**src/rtl/masked_and_arbiter.sv**
```systemverilog
// masked_and_arbiter: round-robin front end for one shared pipelined masked AND gadget.
// An operation issues only when fresh randomness is present. A tag pipeline as deep as
// the gadget latency routes each result back to the requester that issued it. All gadget
// operand buses are zero whenever nothing issues, so shares of different operations are
// never combined.
//
// Handshake: requester i hands over an operation on a cycle where req_valid[i] and
// req_ready[i] are both high. req_ready is one-hot and goes high only on an issue cycle.
// rnd_ready is high exactly when rnd_in is consumed. Responses have no backpressure:
// resp_valid[i] is high for one cycle only.
module masked_and_arbiter #(
    parameter int N   = 4,
    parameter int D   = 2,
    parameter int W   = 8,
    parameter int LAT = 2,
    parameter int R   = 8
) (
    input  logic             clk,
    input  logic             syn_rst,
    input  logic [N-1:0]     req_valid,
    output logic [N-1:0]     req_ready,
    input  logic [N*D*W-1:0] req_ina,
    input  logic [N*D*W-1:0] req_inb,
    input  logic             rnd_valid,
    input  logic [R-1:0]     rnd_in,
    output logic             rnd_ready,
    output logic [D*W-1:0]   g_ina,
    output logic [D*W-1:0]   g_inb,
    output logic [R-1:0]     g_rnd,
    input  logic [D*W-1:0]   g_out,
    output logic [N-1:0]     resp_valid,
    output logic [D*W-1:0]   resp_data,
    output logic             busy
);

    localparam int DW = D * W;
    localparam int IW = (N > 1) ? $clog2(N) : 1;

    logic [IW-1:0] ptr;
    logic [IW-1:0] grant_idx;
    logic          found;
    logic          issue;
    logic [IW-1:0] cand;
    int            j;

    logic [LAT-1:0] tag_v;
    logic [IW-1:0]  tag_idx [LAT];

    // Round-robin search: take the first valid requester, starting at ptr and wrapping.
    always_comb begin
        grant_idx = ptr;
        found     = 1'b0;
        cand      = '0;
        j         = 0;
        for (int k = 0; k < N; k++) begin
            j = int'(ptr) + k;
            if (j >= N) j = j - N;
            cand = IW'(j);
            if (!found && req_valid[cand]) begin
                grant_idx = cand;
                found     = 1'b1;
            end
        end
    end

    // Issue needs both a pending request and fresh randomness. Nothing issues during reset.
    assign issue     = rnd_valid & (|req_valid) & ~syn_rst;
    assign rnd_ready = issue;

    // One-hot grant, plus an AND-with-grant / OR mux. Unselected shares are masked
    // before they are combined, so they never reach the gadget.
    always_comb begin
        req_ready = '0;
        g_ina     = '0;
        g_inb     = '0;
        for (int i = 0; i < N; i++) begin
            req_ready[i] = issue && (grant_idx == IW'(i));
            g_ina = g_ina | (req_ina[i*DW +: DW] & {DW{req_ready[i]}});
            g_inb = g_inb | (req_inb[i*DW +: DW] & {DW{req_ready[i]}});
        end
        g_rnd = rnd_in & {R{issue}};
    end

    // Round-robin pointer: after an issue, it moves to the slot just past the granted requester.
    always_ff @(posedge clk) begin
        if (syn_rst) begin
            ptr <= '0;
        end else if (issue) begin
            ptr <= (grant_idx == IW'(N - 1)) ? '0 : grant_idx + IW'(1);
        end
    end

    // Tag pipeline: a valid bit and a requester index travel alongside the gadget's own latency.
    always_ff @(posedge clk) begin
        if (syn_rst) begin
            tag_v <= '0;
            for (int k = 0; k < LAT; k++) tag_idx[k] <= '0;
        end else begin
            tag_v[0]   <= issue;
            tag_idx[0] <= grant_idx;
            for (int k = 1; k < LAT; k++) begin
                tag_v[k]   <= tag_v[k-1];
                tag_idx[k] <= tag_idx[k-1];
            end
        end
    end

    // Route the gadget result to its owner. The data bus is zero when no tag is due.
    always_comb begin
        resp_valid = '0;
        for (int i = 0; i < N; i++) begin
            resp_valid[i] = tag_v[LAT-1] && (tag_idx[LAT-1] == IW'(i));
        end
        resp_data = g_out & {DW{tag_v[LAT-1]}};
        busy      = |tag_v;
    end

endmodule
```
**config.mk**
```make
export PLATFORM = sky130hd
export DESIGN_NAME = masked_and_arbiter
export DESIGN_NICKNAME = d
export VERILOG_FILES = /design/src/rtl/masked_and_arbiter.sv
export SDC_FILE = /design/constraint.sdc
export NUM_CORES = 1
export LEC_CHECK = 0
export CAP_MARGIN = 20
export CORE_MARGIN = 4
export CORE_UTILIZATION = 22
export DETAILED_ROUTE_END_ITERATION = 8
export GPL_ROUTABILITY_DRIVEN = 0
export HOLD_SLACK_MARGIN = 0.15
export PLACE_DENSITY = 0.81
export SYNTH_ARGS = -nofsm -noshare
export SYNTH_HDL_FRONTEND = slang
export SYNTH_SLANG_ARGS = --single-unit
```
**constraint.sdc**
```tcl
create_clock -name clk -period 2.21 [get_ports clk]
set_input_delay 0.221 -clock clk [delete_from_list [all_inputs] [get_ports clk]]
set_output_delay 0.221 -clock clk [all_outputs]
set_load 0.005 [all_outputs]
```
==> flow_metrics.py <==
metrics = {
    "cts": {
        "cts-buffers-inserted": 3,
        "cts_tree": "yes",
        "cts.sinks": 8,
        "clock_latency_ns": 0.24,
        "clk_path_buf_depth": 2,
        "htree_num_levels": 1,
        "clkTransAtPathRegs_ns": 0.05,
        "cts.root.buffer_cell": "clkbuf_8",
    },
    "floorplan": {
        "num_rows": 28,
        "die_area_um2": 7650,
        "die_h_um": 87.5,
        "io_pins": 225,
        "start_util_pct": 23.0,
        "die_w_um": 87.5,
        "core_area_um2": 6030,
    },
    "critical_path": {
        "cp_common_cell": "buf_8",
        "start_kind": "flop",
        "crit_path_start": "ptr[1]",
        "slowest_delay_ns": 0.36,
        "crit_chain": "or3_1, nand4b_1, and2_4, ha_4, buf_8, buf_8, buf_6, a22oi_2, a21oi_1, buf_2",
        "cp-end-kind": "output port",
        "required_ns": 1.99,
        "cp_num_buf_inv": 4,
        "slowest_stage": "or3_1",
        "r2r-start": "ptr[1]",
        "reg2reg_depth": 15,
        "cp_top_family": "simple AND/OR/NAND/NOR gates",
        "criticalPathCategory": "flop to output port",
        "reg2reg_to": "tag_idx[0][1]",
        "regToRegSetupSlack_ns": -0.03,
        "crit_arrival_ns": 2.16,
        "critPathMaxFanout": 4,
    },
    "yosys": {
        "synth_edf_count": 0,
        "synth.yosys.warnings": 0,
        "synth_area_leaders": "a22oi_1, a21oi_1, dfxtp_1, and2_1, and2_4",
        "netlist.area_leader.share_pct": 34.6,
        "yosys.cell_types.count": 32,
        "synth_common_cells": "a22oi_1, a21oi_1, and2_1",
        "synthFlopType": "dfxtp_1",
        "yosysMostFrequentCell": "a22oi_1",
        "ys_seq_area_share_pct": 11.5,
        "synth.largest_area_cell": "a22oi_1",
        "syn_nets": 358,
        "synth_area_um2": 1390,
        "ys_ff_latch": 8,
        "synthArstFlopShare_pct": 0,
        "synth_cells": 195,
        "avgSynthCellArea_um2": 7.12,
    },
    "route": {
        "viasPerCell": 5.17,
        "drc": 0,
        "wl_mm": 10.6,
        "drt_iter0_drc": 49,
        "postRouteAntennaNets": 0,
        "dr.pass1.iters": 4,
        "wl_per_cell_um": 19.8,
        "vias": 2766,
    },
    "sta": {
        "period_needed_ns": 2.38,
        "finalHoldViolCount": 0,
        "setup_ws_ns": -0.167,
        "finalCritPeriodShare_pct": 108,
        "worst_pin_slew_ns": 0.478,
        "fin_worst_skew_ns": 0.00583,
        "rsz0062_at_grt": "yes",
        "setup_violations": 33,
        "holdWs_ns": 0.455,
        "max-slew-margin-rel_pct": 68.1,
        "slew_viol_final": 0,
        "fmax_mhz": 421,
    },
    "grt": {
        "grt_pass1_wl_mm": 15.1,
        "grt_pass1_vias": 3007,
        "top_usage_layer": "met2",
        "gr-total-overflow": 0,
        "grt_max_degree": 22,
        "grt_use_met1_pct": 24.6,
        "use_met2_pct": 51.2,
        "grt_usage_pct": 25.6,
        "use_met3_pct": 7.85,
        "grt_antenna_before_repair": 0,
    },
    "power_and_ir_drop": {
        "seqPwrFrac_pct": 9.3,
        "switchingPower_uw": 644,
        "post-layout-total-power_mw": 1.82,
        "swShare_pct": 35.4,
        "powerDensity_nw_per_um2": 398,
        "pwr-share-clk_pct": 10.3,
        "irDropWorstVdd_v": 0.000233,
        "intPower_mw": 1.18,
        "leakagePower_nw": 1.80,
        "combPwrFrac_pct": 80.4,
    },
    "layout": {
        "design_area_um2": 4570,
        "drive_gt1_share_pct": 38.9,
        "nNetsFinal": 625,
        "nFillCells": 444,
        "diodes": 0,
        "area_growth_syn_to_layout_pct": 229,
    },
    "status": {
        "violations": "setup timing",
        "status": "finished with violations",
    },
    "placement": {
        "place_hpwl_mm": 7.10,
        "portBuffers": 224,
        "place_area_um2": 3790,
    },
    "flow_run": {
        "maxCapViolCount": 0,
    },
    "hold_path": {
        "hold_class": "flop to flop",
        "min_delay_path_depth": 1,
        "hold_path_end": "tag_idx[0][2]",
        "holdCritStartpoint": "tag_idx[0][0]",
    },
}
-- state kept, by name, summed over array words and instances (netlist names) --
register / cells
ptr: 2
tag_idx: 4
tag_v: 2
-- repair_timing --
item | CTS | global route
gates cloned | 7 | 0
gates resized for setup | 225 | 40
pin swaps | 29 | 31
buffers inserted | 34 | 3
setup endpoints to repair | 45 | 45
hold buffers | 0 | 0
-- power by group through the flow --
stage / sequential (mW) / combinational [mW] / clock, mW
6_report: 0.169 / 1.46 / 0.187
5_1_grt: 0.170 / 1.55 / 0.198
4_1_cts: 0.168 / 1.40 / 0.188
3_5_place_dp: 0.170 / 0.948 / 0
3_3_place_gp: 0.169 / 0.930 / 0
2_1_floorplan: 0.167 / 0.364 / 0
-- how the worst max path moves through the flow --
stage	depth (start not counted)	endpoint	slack [ns]
final	10	g_inb[6]	-0.17
after global placement	10	g_inb[11]	-0.57
after global routing	10	g_ina[8]	-0.28
after CTS	8	g_ina[0]	-0.18
after floorplan	8	g_inb[14]	0.15
after detailed placement	10	g_ina[2]	-0.62
-- worst register-to-register path: stages (launching register included) --
cell      delay [ns]
dfxtp_2         0.33
buf_4           0.13
nand3b_1        0.08
nand4b_1        0.19
buf_4           0.19
buf_4           0.12
buf_6           0.11
buf_4           0.12
buf_4           0.12
buf_4           0.12
buf_4           0.12
buf_6           0.11
buf_6           0.10
buf_4           0.12
buf_6           0.10
a21oi_2         0.12
-- per-stage QoR --
| stage | setup slack, ns | utilization (%) | setup TNS [ns] | std cells |
|---|---|---|---|---|
| finish | -0.167 | 75.9 | -3.41 | 535 |
| global placement | -0.569 | 63.0 | -20.41 | 491 |
| global route | -0.277 | 75.9 | -6.36 | 535 |
| detailed placement | -0.616 | 63.0 | -22.11 | 491 |
| CTS | -0.180 | 74.6 | -2.40 | 535 |
| floorplan | 0.146 | - | 0 | 195 |
-- cell usage in the layout (no fill, tap or decap), types with 2 or more instances in the layout --
| cell type | Yosys | layout |
|---|---|---|
| a21oi_1 | 33 | 25 |
| a21oi_2 | 0 | 8 |
| a22oi_1 | 64 | 15 |
| a22oi_2 | 0 | 49 |
| and2_1 | 20 | 19 |
| and2_4 | 9 | 10 |
| buf_12 | 0 | 5 |
| buf_16 | 0 | 5 |
| buf_2 | 3 | 32 |
| buf_4 | 0 | 29 |
| buf_6 | 2 | 14 |
| buf_8 | 0 | 9 |
| clkbuf_2 | 0 | 2 |
| clkbuf_8 | 0 | 3 |
| clkdlybuf4s50_1 | 0 | 184 |
| dfxtp_1 | 8 | 6 |
| dfxtp_2 | 0 | 2 |
| dlygate4sd2_1 | 0 | 4 |
| ha_4 | 0 | 4 |
| nand2b_1 | 2 | 2 |
| nor2_1 | 3 | 3 |
| nor2b_1 | 6 | 6 |
-- per-layer routing --
metal,part of all wire (%),wire length [um],vias to the layer above
met5,0,0,-
met4,3.0,322,0
met3,11,1130,26
met2,53,5610,172
met1,33,3500,1281
li1,-,-,1287
-- logic make-up after synthesis --
kind of cell,synth area share (%)
compound gates,50.7
fa+ha+maj,3.60
buf+inv,8.11
flops,11.5
mux,0.721
simple gates,25.3
-- final cells by class --
cell class,instances,area (um2),share of cell area (%)
timing repair buffer,285,2810,61.4
sequential,8,163,3.56
tap,75,93.8,2.05
multi-input combinational,162,1460,31.9
clock buffer,3,41.3,0.903
inverter,2,10.0,0.219
No activity file was read; power rests on OpenSTA's default activity.
